[config.mk]
export PLATFORM = sky130hd
export DESIGN_NAME = mem_fifo
export DESIGN_NICKNAME = d
export VERILOG_FILES = /design/src/rtl/mem_fifo.sv
export SDC_FILE = /design/constraint.sdc
export NUM_CORES = 1
export LEC_CHECK = 0
export ABC_AREA = 1
export CAP_MARGIN = 5
export CELL_PAD_IN_SITES_DETAIL_PLACEMENT = 0
export CELL_PAD_IN_SITES_GLOBAL_PLACEMENT = 1
export CORE_UTILIZATION = 54
export DETAILED_ROUTE_END_ITERATION = 16
export PLACE_DENSITY_LB_ADDON = 0.08
export SYNTH_ARGS = -nofsm -noshare
export SYNTH_HDL_FRONTEND = slang
export SYNTH_SLANG_ARGS = --single-unit
[constraint.sdc]
create_clock -name CLK -period 4.6 [get_ports CLK]
set_input_delay 1.15 -clock CLK [delete_from_list [all_inputs] [get_ports CLK]]
set_output_delay 1.15 -clock CLK [all_outputs]
set_load 0.02 [all_outputs]
[src/rtl/mem_fifo.sv]
`default_nettype none
// ============================================================================
// Module   : mem_fifo
// Purpose  : Parametrised single-clock FIFO with registered read data,
//            occupancy count, full/empty and almost-full/almost-empty flags,
//            synchronous clear and protection against writes when full and
//            reads when empty.
// Revision : 1.0 - initial release
// ----------------------------------------------------------------------------
// Parameters
//   WIDTH        data word width in bits
//   DEPTH_E      log2 of the number of entries (DEPTH = 2**DEPTH_E)
//   AF_LEVEL     ALMOST_FULL asserts when COUNT >= AF_LEVEL
//   AE_LEVEL     ALMOST_EMPTY asserts when COUNT <= AE_LEVEL
// Ports
//   CLK          clock, rising edge
//   RST          asynchronous active-high reset
//   CLR          synchronous clear (priority over READ/WRITE)
//   WRITE / D    write request and write data
//   READ         read request
//   Q / Q_VALID  registered read data and one-cycle "Q updated" pulse
//   FULL, EMPTY, ALMOST_FULL, ALMOST_EMPTY   decodes of COUNT
//   COUNT        occupancy 0..DEPTH
//   OVF / UDF    sticky overflow / underflow flags
// Build option
//   MEM_FIFO_ERR_EN  when defined, OVF/UDF are live sticky error flags;
//                    otherwise they are tied to 0 and no error logic exists.
// ============================================================================
module mem_fifo #(
    parameter int WIDTH    = 8,
    parameter int DEPTH_E  = 6,
    parameter int AF_LEVEL = 2**DEPTH_E - 1,
    parameter int AE_LEVEL = 1
) (
    input  logic               CLK,
    input  logic               RST,
    input  logic               CLR,
    input  logic               WRITE,
    input  logic [WIDTH-1:0]   D,
    input  logic               READ,
    output logic [WIDTH-1:0]   Q,
    output logic               Q_VALID,
    output logic               FULL,
    output logic               EMPTY,
    output logic               ALMOST_FULL,
    output logic               ALMOST_EMPTY,
    output logic [DEPTH_E:0]   COUNT,
    output logic               OVF,
    output logic               UDF
);

    localparam int               c_DEPTH    = 2**DEPTH_E;
    // Count value meaning "completely full": only the MSB set.
    localparam logic [DEPTH_E:0] c_FULL_CNT = {1'b1, {DEPTH_E{1'b0}}};
    localparam logic [DEPTH_E:0] c_ONE      = {{DEPTH_E{1'b0}}, 1'b1};
    // Thresholds are compared one bit wider than COUNT so that a level of
    // DEPTH (or anything up to 2*DEPTH-1) still compares correctly.
    localparam logic [DEPTH_E+1:0] c_AF     = AF_LEVEL[DEPTH_E+1:0];
    localparam logic [DEPTH_E+1:0] c_AE     = AE_LEVEL[DEPTH_E+1:0];

    // ------------------------------------------------------------------
    // State
    // ------------------------------------------------------------------
    logic [WIDTH-1:0] r_mem [c_DEPTH];
    logic [DEPTH_E:0] r_wptr;
    logic [DEPTH_E:0] r_rptr;
    logic [DEPTH_E:0] r_count;
    logic [WIDTH-1:0] r_q;
    logic             r_q_valid;

    // ------------------------------------------------------------------
    // Status decodes and acceptance
    // ------------------------------------------------------------------
    logic w_full;
    logic w_empty;
    logic w_rd_acc;
    logic w_wr_acc;
    logic w_mem_we;

    assign w_full   = (r_count == c_FULL_CNT);
    assign w_empty  = (r_count == '0);

    // A read is only ever served from stored data: no write-to-read bypass.
    assign w_rd_acc = READ & ~w_empty;
    // A full FIFO still takes a write when a read frees a slot this cycle.
    assign w_wr_acc = WRITE & (~w_full | w_rd_acc);
    // Clear wins over a concurrent write, so the word must not land in RAM.
    assign w_mem_we = w_wr_acc & ~CLR;

    // ------------------------------------------------------------------
    // Storage array: no reset, contents survive RST and CLR.
    // ------------------------------------------------------------------
    always_ff @(posedge CLK) begin
        if (w_mem_we) begin
            r_mem[r_wptr[DEPTH_E-1:0]] <= D;
        end
    end

    // ------------------------------------------------------------------
    // Pointers, occupancy and read data
    // ------------------------------------------------------------------
    always_ff @(posedge CLK or posedge RST) begin
        if (RST) begin
            r_wptr    <= '0;
            r_rptr    <= '0;
            r_count   <= '0;
            r_q       <= '0;
            r_q_valid <= 1'b0;
        end else if (CLR) begin
            // Q deliberately keeps its last value across a clear.
            r_wptr    <= '0;
            r_rptr    <= '0;
            r_count   <= '0;
            r_q_valid <= 1'b0;
        end else begin
            r_q_valid <= w_rd_acc;

            if (w_wr_acc) begin
                r_wptr <= r_wptr + c_ONE;
            end

            if (w_rd_acc) begin
                r_q    <= r_mem[r_rptr[DEPTH_E-1:0]];
                r_rptr <= r_rptr + c_ONE;
            end

            case ({w_wr_acc, w_rd_acc})
                2'b10:   r_count <= r_count + c_ONE;
                2'b01:   r_count <= r_count - c_ONE;
                default: r_count <= r_count;
            endcase
        end
    end

    // ------------------------------------------------------------------
    // Optional sticky error flags
    // ------------------------------------------------------------------
`ifdef MEM_FIFO_ERR_EN
    logic r_ovf;
    logic r_udf;

    always_ff @(posedge CLK or posedge RST) begin
        if (RST) begin
            r_ovf <= 1'b0;
            r_udf <= 1'b0;
        end else if (CLR) begin
            r_ovf <= 1'b0;
            r_udf <= 1'b0;
        end else begin
            if (WRITE & ~w_wr_acc) begin
                r_ovf <= 1'b1;
            end
            if (READ & w_empty) begin
                r_udf <= 1'b1;
            end
        end
    end

    assign OVF = r_ovf;
    assign UDF = r_udf;
`else
    assign OVF = 1'b0;
    assign UDF = 1'b0;
`endif

    // ------------------------------------------------------------------
    // Outputs
    // ------------------------------------------------------------------
    assign Q            = r_q;
    assign Q_VALID      = r_q_valid;
    assign COUNT        = r_count;
    assign FULL         = w_full;
    assign EMPTY        = w_empty;
    assign ALMOST_FULL  = ({1'b0, r_count} >= c_AF);
    assign ALMOST_EMPTY = ({1'b0, r_count} <= c_AE);

    // ------------------------------------------------------------------
    // Invariants: the pointer distance always equals the stored count
    // (this is what the extra pointer MSB is for), and COUNT never
    // exceeds DEPTH.
    // ------------------------------------------------------------------
    a_ptr_count : assert property (@(posedge CLK) disable iff (RST)
        (r_wptr - r_rptr) == r_count);
    a_count_max : assert property (@(posedge CLK) disable iff (RST)
        r_count <= c_FULL_CNT);

endmodule
`default_nettype wire
==> run metrics, run 1 <==
# nets final=2,207; Reg clk slew, reported paths=around 60 ps; Setup crit end kind=output pin; Synth async-reset ratio=0.05185; Sw Ratio=0.3194; worst-case clock buffer depth=3; Final setup violation count=0; cell count after synthesis=~2,200; Final Core Density=0.6129; CTS sink count=540; top-level I/O count=35; root buffer cell=clkbuf_16; share of layout cells above drive strength 1=0.06852; vias in the first global route=between 10,000 and 15,000; WS Path Type=flip-flop to output pin; CP Data Required Time=around 3500 ps; Initial Util=0.5506; core area=42,230 µm²; WL per Instance=21.55 µm; Die Width=209.5 µm; Worst Skew=a little under 30 ps; Unique masters post-synth=36; global-route wire length before repair=89,350 µm; minimum clock period=between 3000 and 4000 ps; Mapped Area=approximately 23,000 µm²; Synth warnings=0; DRC=0; DR vias/cell=between 5 and 6; EDFF count, synth=512; Cell Int Power=a little over 9000 µW; most frequent cells in the layout=748 x nand2_1, 512 x edfxtp_1, 291 x nand3_1; Fin Setup TNS=0 ps; Post-Route WL=59,750 µm; Crit Path Max Fanout=6; post-DP HPWL=approximately 36,000 µm; drt first pass iters=6; sequential fraction of the synthesis area=0.6914; commonest non-fill, non-tap cell in the layout=nand2_1; Seq pwr share=0.411; P_leak=0.01001 µW; post-CTS resize count=0; status=completed; Psw=4369 µW; DIE HEIGHT=about 210 µm; maximum vdd ir drop=0.0003783 V; Slew Limit Fails=0; Slew @ Worst Pin=roughly 1200 ps; Avg Inst Size Synth=~11 µm²; critical path buffer and inverter count=2; clock buffer count from CTS=54; Synth Flop Type=edfxtp_1; cts-stage hold buffer count=0; # Post-CTS Setup Buffers=0; worst stage delay on the critical path=roughly 540 ps; cell mode on critical path=nand2_1; Overall Global Routing Usage=0.2783; clock power share=0.345; number of port buffers=32; Logic pwr share=0.244; TritonCTS clock tree=built; WP data arrival=roughly 2500 ps; total gr overflow=0; largest net degree at the start of global routing=159; critical path's slowest cell=clkdlybuf4s50_1; RSZ-0062 raised after global routing=false; Crit path max-delay family=buffers and inverters; Worst setup SP type=flip-flop; Hold Crit Class=flip-flop to flip-flop; initial antenna violation count=0; Slew Limit Headroom=0.1827; Final Cycle Share=0.7916; clock latency on the worst-skew pair=roughly 600 ps; maxcap violations=0; num rows=75; crit-path cells=ha_1 -> nand2_1 -> inv_1 -> nand2_1 -> nor2_1 -> or3_1 -> clkdlybuf4s50_1; Final ANT Viol Nets=0; Layout area overhead=11.32%; maximum clock rate=~0.27 GHz; number of diodes=0; Die ar.=~44,000 µm²; Yosys reg bits=540; GPL Wtd Cong=around 0.86; Hold WS=roughly 520 ps; DR iter-0 viols=1,378; CTS H-Tree Depth=2; PD cells=~530 nW/µm²; Fin. Hold Viols=0; total number of vias=15,221
[worst reg2reg max path, stage by stage, from the launching register on]
cell and delay [ps]:
dfrtp_1 460, inv_1 140, ha_1 230, nand2_2 100
inv_2 50, nand2_4 60, nand2_4 70, nand2_4 80
nand2_4 80, nor2_8 270, nand4_4 420, nor2_1 680
[power by group through the flow]
| stage | logic, µW | clock network [µW] | registers, µW |
|---|---|---|---|
| final | 3330 | 4720 | 5630 |
| after global routing | 3680 | 4930 | 5640 |
| after global placement | 3310 | 0 | 5730 |
| after floorplan | 2270 | 0 | 5710 |
| after detailed placement | 3320 | 0 | 5730 |
| after CTS | 3330 | 4780 | 5630 |
[layer usage]
layer	share of wire	global-route usage	up-vias
li1	-	-	7286
met1	0.44	0.4003	7239
met2	0.45	0.4264	577
met3	0.073	0.04579	119
met4	0.035	0.1125	0
met5	0	0	-
[flip-flops by register name, indices dropped and copies added (netlist names)]
signal / cells
r_mem: 512
Q: 8
COUNT: 7
r_rptr: 6
r_wptr: 6
Q_VALID: 1
[per-stage QoR]
| stage | cells | power, µW | instance area, µm² | setup WS, ps |
|---|---|---|---|---|
| 5_1_grt | 2772 | 14260 | 25880 | 836.5 |
| 2_1_floorplan | 2182 | 7979 | 23250 | 1727 |
| 3_3_place_gp | 2671 | 9044 | 23970 | 1022 |
| 6_report | 2772 | 13680 | 25880 | 958.8 |
| 3_5_place_dp | 2671 | 9053 | 23970 | 945.8 |
| 4_1_cts | 2772 | 13740 | 25880 | 931.5 |
[cells by family after synthesis]
logic type      Yosys count  synth area share
compound gates           99           0.02405
other cells               1         0.0001613
flops                   540            0.6914
fa+ha+maj                 6          0.003229
simple gates           1222            0.2225
xor+xnor                  9          0.003390
buf+inv                 304           0.05532
[synth_stat cells (7+ instances only)]
cell type	number	area (µm²)
a21oi_1	38	190.2
buf_1	11	41.29
buf_2	57	285.3
clkbuf_1	36	135.1
dfrtp_1	28	700.7
edfxtp_1	512	15370
inv_1	180	675.7
nand2_1	748	2808
nand3_1	291	1456
nand4_4	7	148.9
nor2_1	156	585.6
o211ai_1	25	187.7
o21ai_0	30	150.1
xor2_1	8	70.07
[worst paths after layout]
kind / start / cells past startpoint / to / slack (ps)
setup / recovery: COUNT[0] / 7 / ALMOST_FULL / 960
hold / removal: Q[3] / 2 / Q[3] / 520
setup reg to reg: COUNT[0] / 11 / r_mem[42][6] / 1560
hold reg to reg: Q[3] / 2 / Q[3] / 520
max in group asynchronous: RST / 3 / r_rptr[1] / 3310
min in group asynchronous: RST / 3 / COUNT[1] / 930
[layout make-up]
cell class	instances	area (µm²)
sequential	540	16080
timing repair buffer	62	580.6
tap	539	674.4
fill	3423	16350
inverter	192	735.7
clock inverter	31	462.9
multi-input combinational	1338	5893
clock buffer	70	1453
Power figures use the tool's default switching activity.
==> inputs of run 2 (changes only) <==
--- a/config.mk
+++ b/config.mk
@@ -9,7 +9,7 @@
 export CAP_MARGIN = 5
 export CELL_PAD_IN_SITES_DETAIL_PLACEMENT = 0
 export CELL_PAD_IN_SITES_GLOBAL_PLACEMENT = 1
-export CORE_UTILIZATION = 54
+export CORE_UTILIZATION = 50
 export DETAILED_ROUTE_END_ITERATION = 16
 export PLACE_DENSITY_LB_ADDON = 0.08
 export SYNTH_ARGS = -nofsm -noshare
==> constraint.sdc (replaced) <==
create_clock -name CLK -period 3.8 [get_ports CLK]
set_input_delay 0.95 -clock CLK [delete_from_list [all_inputs] [get_ports CLK]]
set_output_delay 0.95 -clock CLK [all_outputs]
set_load 0.02 [all_outputs]
==> run 2 against run 1 <==
Via count up 0.28%. Worst hold slack better by 16 ps. Combinational power up 22%. Flip-flop and latch count unchanged. Design area up 1.1%. Clock-buffer cell count down 1. Die area up 7.9%. Cell count up 3.6%. Sequential share of layout area down 0.69 points. Core utilization down 3.9 points.
==> run metrics, run 2 (synthesis gave the netlist of run 1 again) <==
number of diodes=0; critical path's slowest cell=clkdlybuf4s50_1; Crit Path Max Fanout=6; PD cells=roughly 620 nW/µm²; root buffer cell=clkbuf_16; Logic pwr share=0.251; Overall Global Routing Usage=0.2607; clock power share=0.325; Fin Setup TNS=0 ps; vias in the first global route=14,853; # nets final=about 2,200; maxcap violations=0; maximum vdd ir drop=between 0.0007 and 0.0008 V; P_leak=0.01019 µW; Reg clk slew, reported paths=roughly 70 ps; Slew Limit Headroom=0.4033; cell mode on critical path=nand2_1; Final Core Density=0.5742; r2r startpoint=COUNT[0]; DR iter-0 viols=roughly 1,400; Final Cycle Share=0.8918; Setup crit end kind=output pin; Fin. Hold Viols=0; Sw Ratio=0.3277; post-CTS resize count=0; drt first pass iters=6; Reg area=about 16,000 µm²; WP data arrival=2440 ps; DRC=0; Die ar.=around 47,000 µm²; clock buffer count from CTS=54; worst stage delay on the critical path=550 ps; Layout area overhead=12.56%; CTS sink count=540; DR vias/cell=around 5.3; area of the multi-input gates=5899 µm²; maximum clock rate=approximately 0.3 GHz; share of layout cells above drive strength 1=0.08451; largest net degree at the start of global routing=approximately 140; RSZ-0062 raised after global routing=false; WL per Instance=just over 20 µm; minimum clock period=3389 ps; total of fill cells in the finished design=roughly 4,000; top-level I/O count=35; GPL Wtd Cong=roughly 0.87; total number of vias=approximately 15,000; max reg flops=between 500 and 600; Post-Route WL=between 50,000 and 60,000 µm; CTS H-Tree Depth=2; total gr overflow=0; Hold Crit Class=flip-flop to flip-flop; Worst setup SP type=flip-flop; num rows=between 70 and 80; CP Data Required Time=between 2000 and 3000 ps; Slew Limit Fails=0; HP Start=Q[0]; crit-path cells=ha_1 -> nand2_1 -> inv_1 -> nand2_1 -> nor2_1 -> or3_1 -> clkdlybuf4s50_1; commonest non-fill, non-tap cell in the layout=nand2_1; clock latency on the worst-skew pair=approximately 610 ps; # Post-CTS Setup Buffers=0; Final ANT Viol Nets=0; status=completed; cts-stage hold buffer count=0; Seq pwr share=0.423; post-DP HPWL=36,530 µm; Design Power=~16,000 µW; Final setup violation count=0; Hold WS=531.9 ps; Final Cell Area=26,170 µm²; Psw=approximately 5300 µW; CP startpoint=COUNT[0]; DP Area=~24,000 µm²; initial antenna violation count=0; Initial Util=0.5102; number of port buffers=32; global-route wire length before repair=90,470 µm; core area=between 40,000 and 50,000 µm²; Worst Skew=25.02 ps; TritonCTS clock tree=built; most frequent cells in the layout=748 x nand2_1, 512 x edfxtp_1, 291 x nand3_1; DIE HEIGHT=about 220 µm; Die Width=~220 µm; Slew @ Worst Pin=slightly below 900 ps; worst-case clock buffer depth=3; Cell Int Power=~11,000 µW; WS Path Type=flip-flop to output pin
[run 2: worst paths after layout]
check	end	slack, ps	depth (start not counted)
setup / recovery	ALMOST_FULL	410	7
hold / removal	Q[0]	530	2
setup reg to reg	r_mem[13][0]	890	11
hold reg to reg	Q[0]	530	2
max in group asynchronous	Q[7]	2270	3
min in group asynchronous	COUNT[1]	850	2
[run 2: metrics by stage]
step,cells,setup WS [ps]
CTS,2872,371.4
floorplan,2182,1009
global placement,2774,515.9
detailed placement,2774,431.1
global route,2872,317.8
finish,2872,411.3
[run 2: area by class of cell]
class,count,area share
clock buffer,69,0.05570
clock inverter,29,0.01143
inverter,192,0.02811
multi-input combinational,1338,0.2254
sequential,540,0.6145
tap,600,0.02868
timing repair buffer,104,0.03614
[run 2: routing by layer]
metal,share of wire,global-route usage,vias to the layer above
met5,0,0,-
met4,0.026,0.08005,0
met3,0.063,0.04045,98
met2,0.48,0.4248,495
met1,0.44,0.3609,7290
li1,-,-,7380
[run 2: power by group through the flow]
stage	Clock, µW	Sequential (µW)	Combinational [µW]
after floorplan	0	6910	2750
after detailed placement	0	6970	4070
after global placement	0	6970	4050
after global routing	5570	6860	4540
final	5260	6840	4070
after CTS	5340	6840	4080
[run 2: worst max-delay path, delay by kind of cell, from the launching register on]
kind / cells / cell delay [ps]
and+or+nand+nor: 4 / 540
buffers and inverters: 2 / 600
DFF: 1 / 460
adders and majority gates: 1 / 240
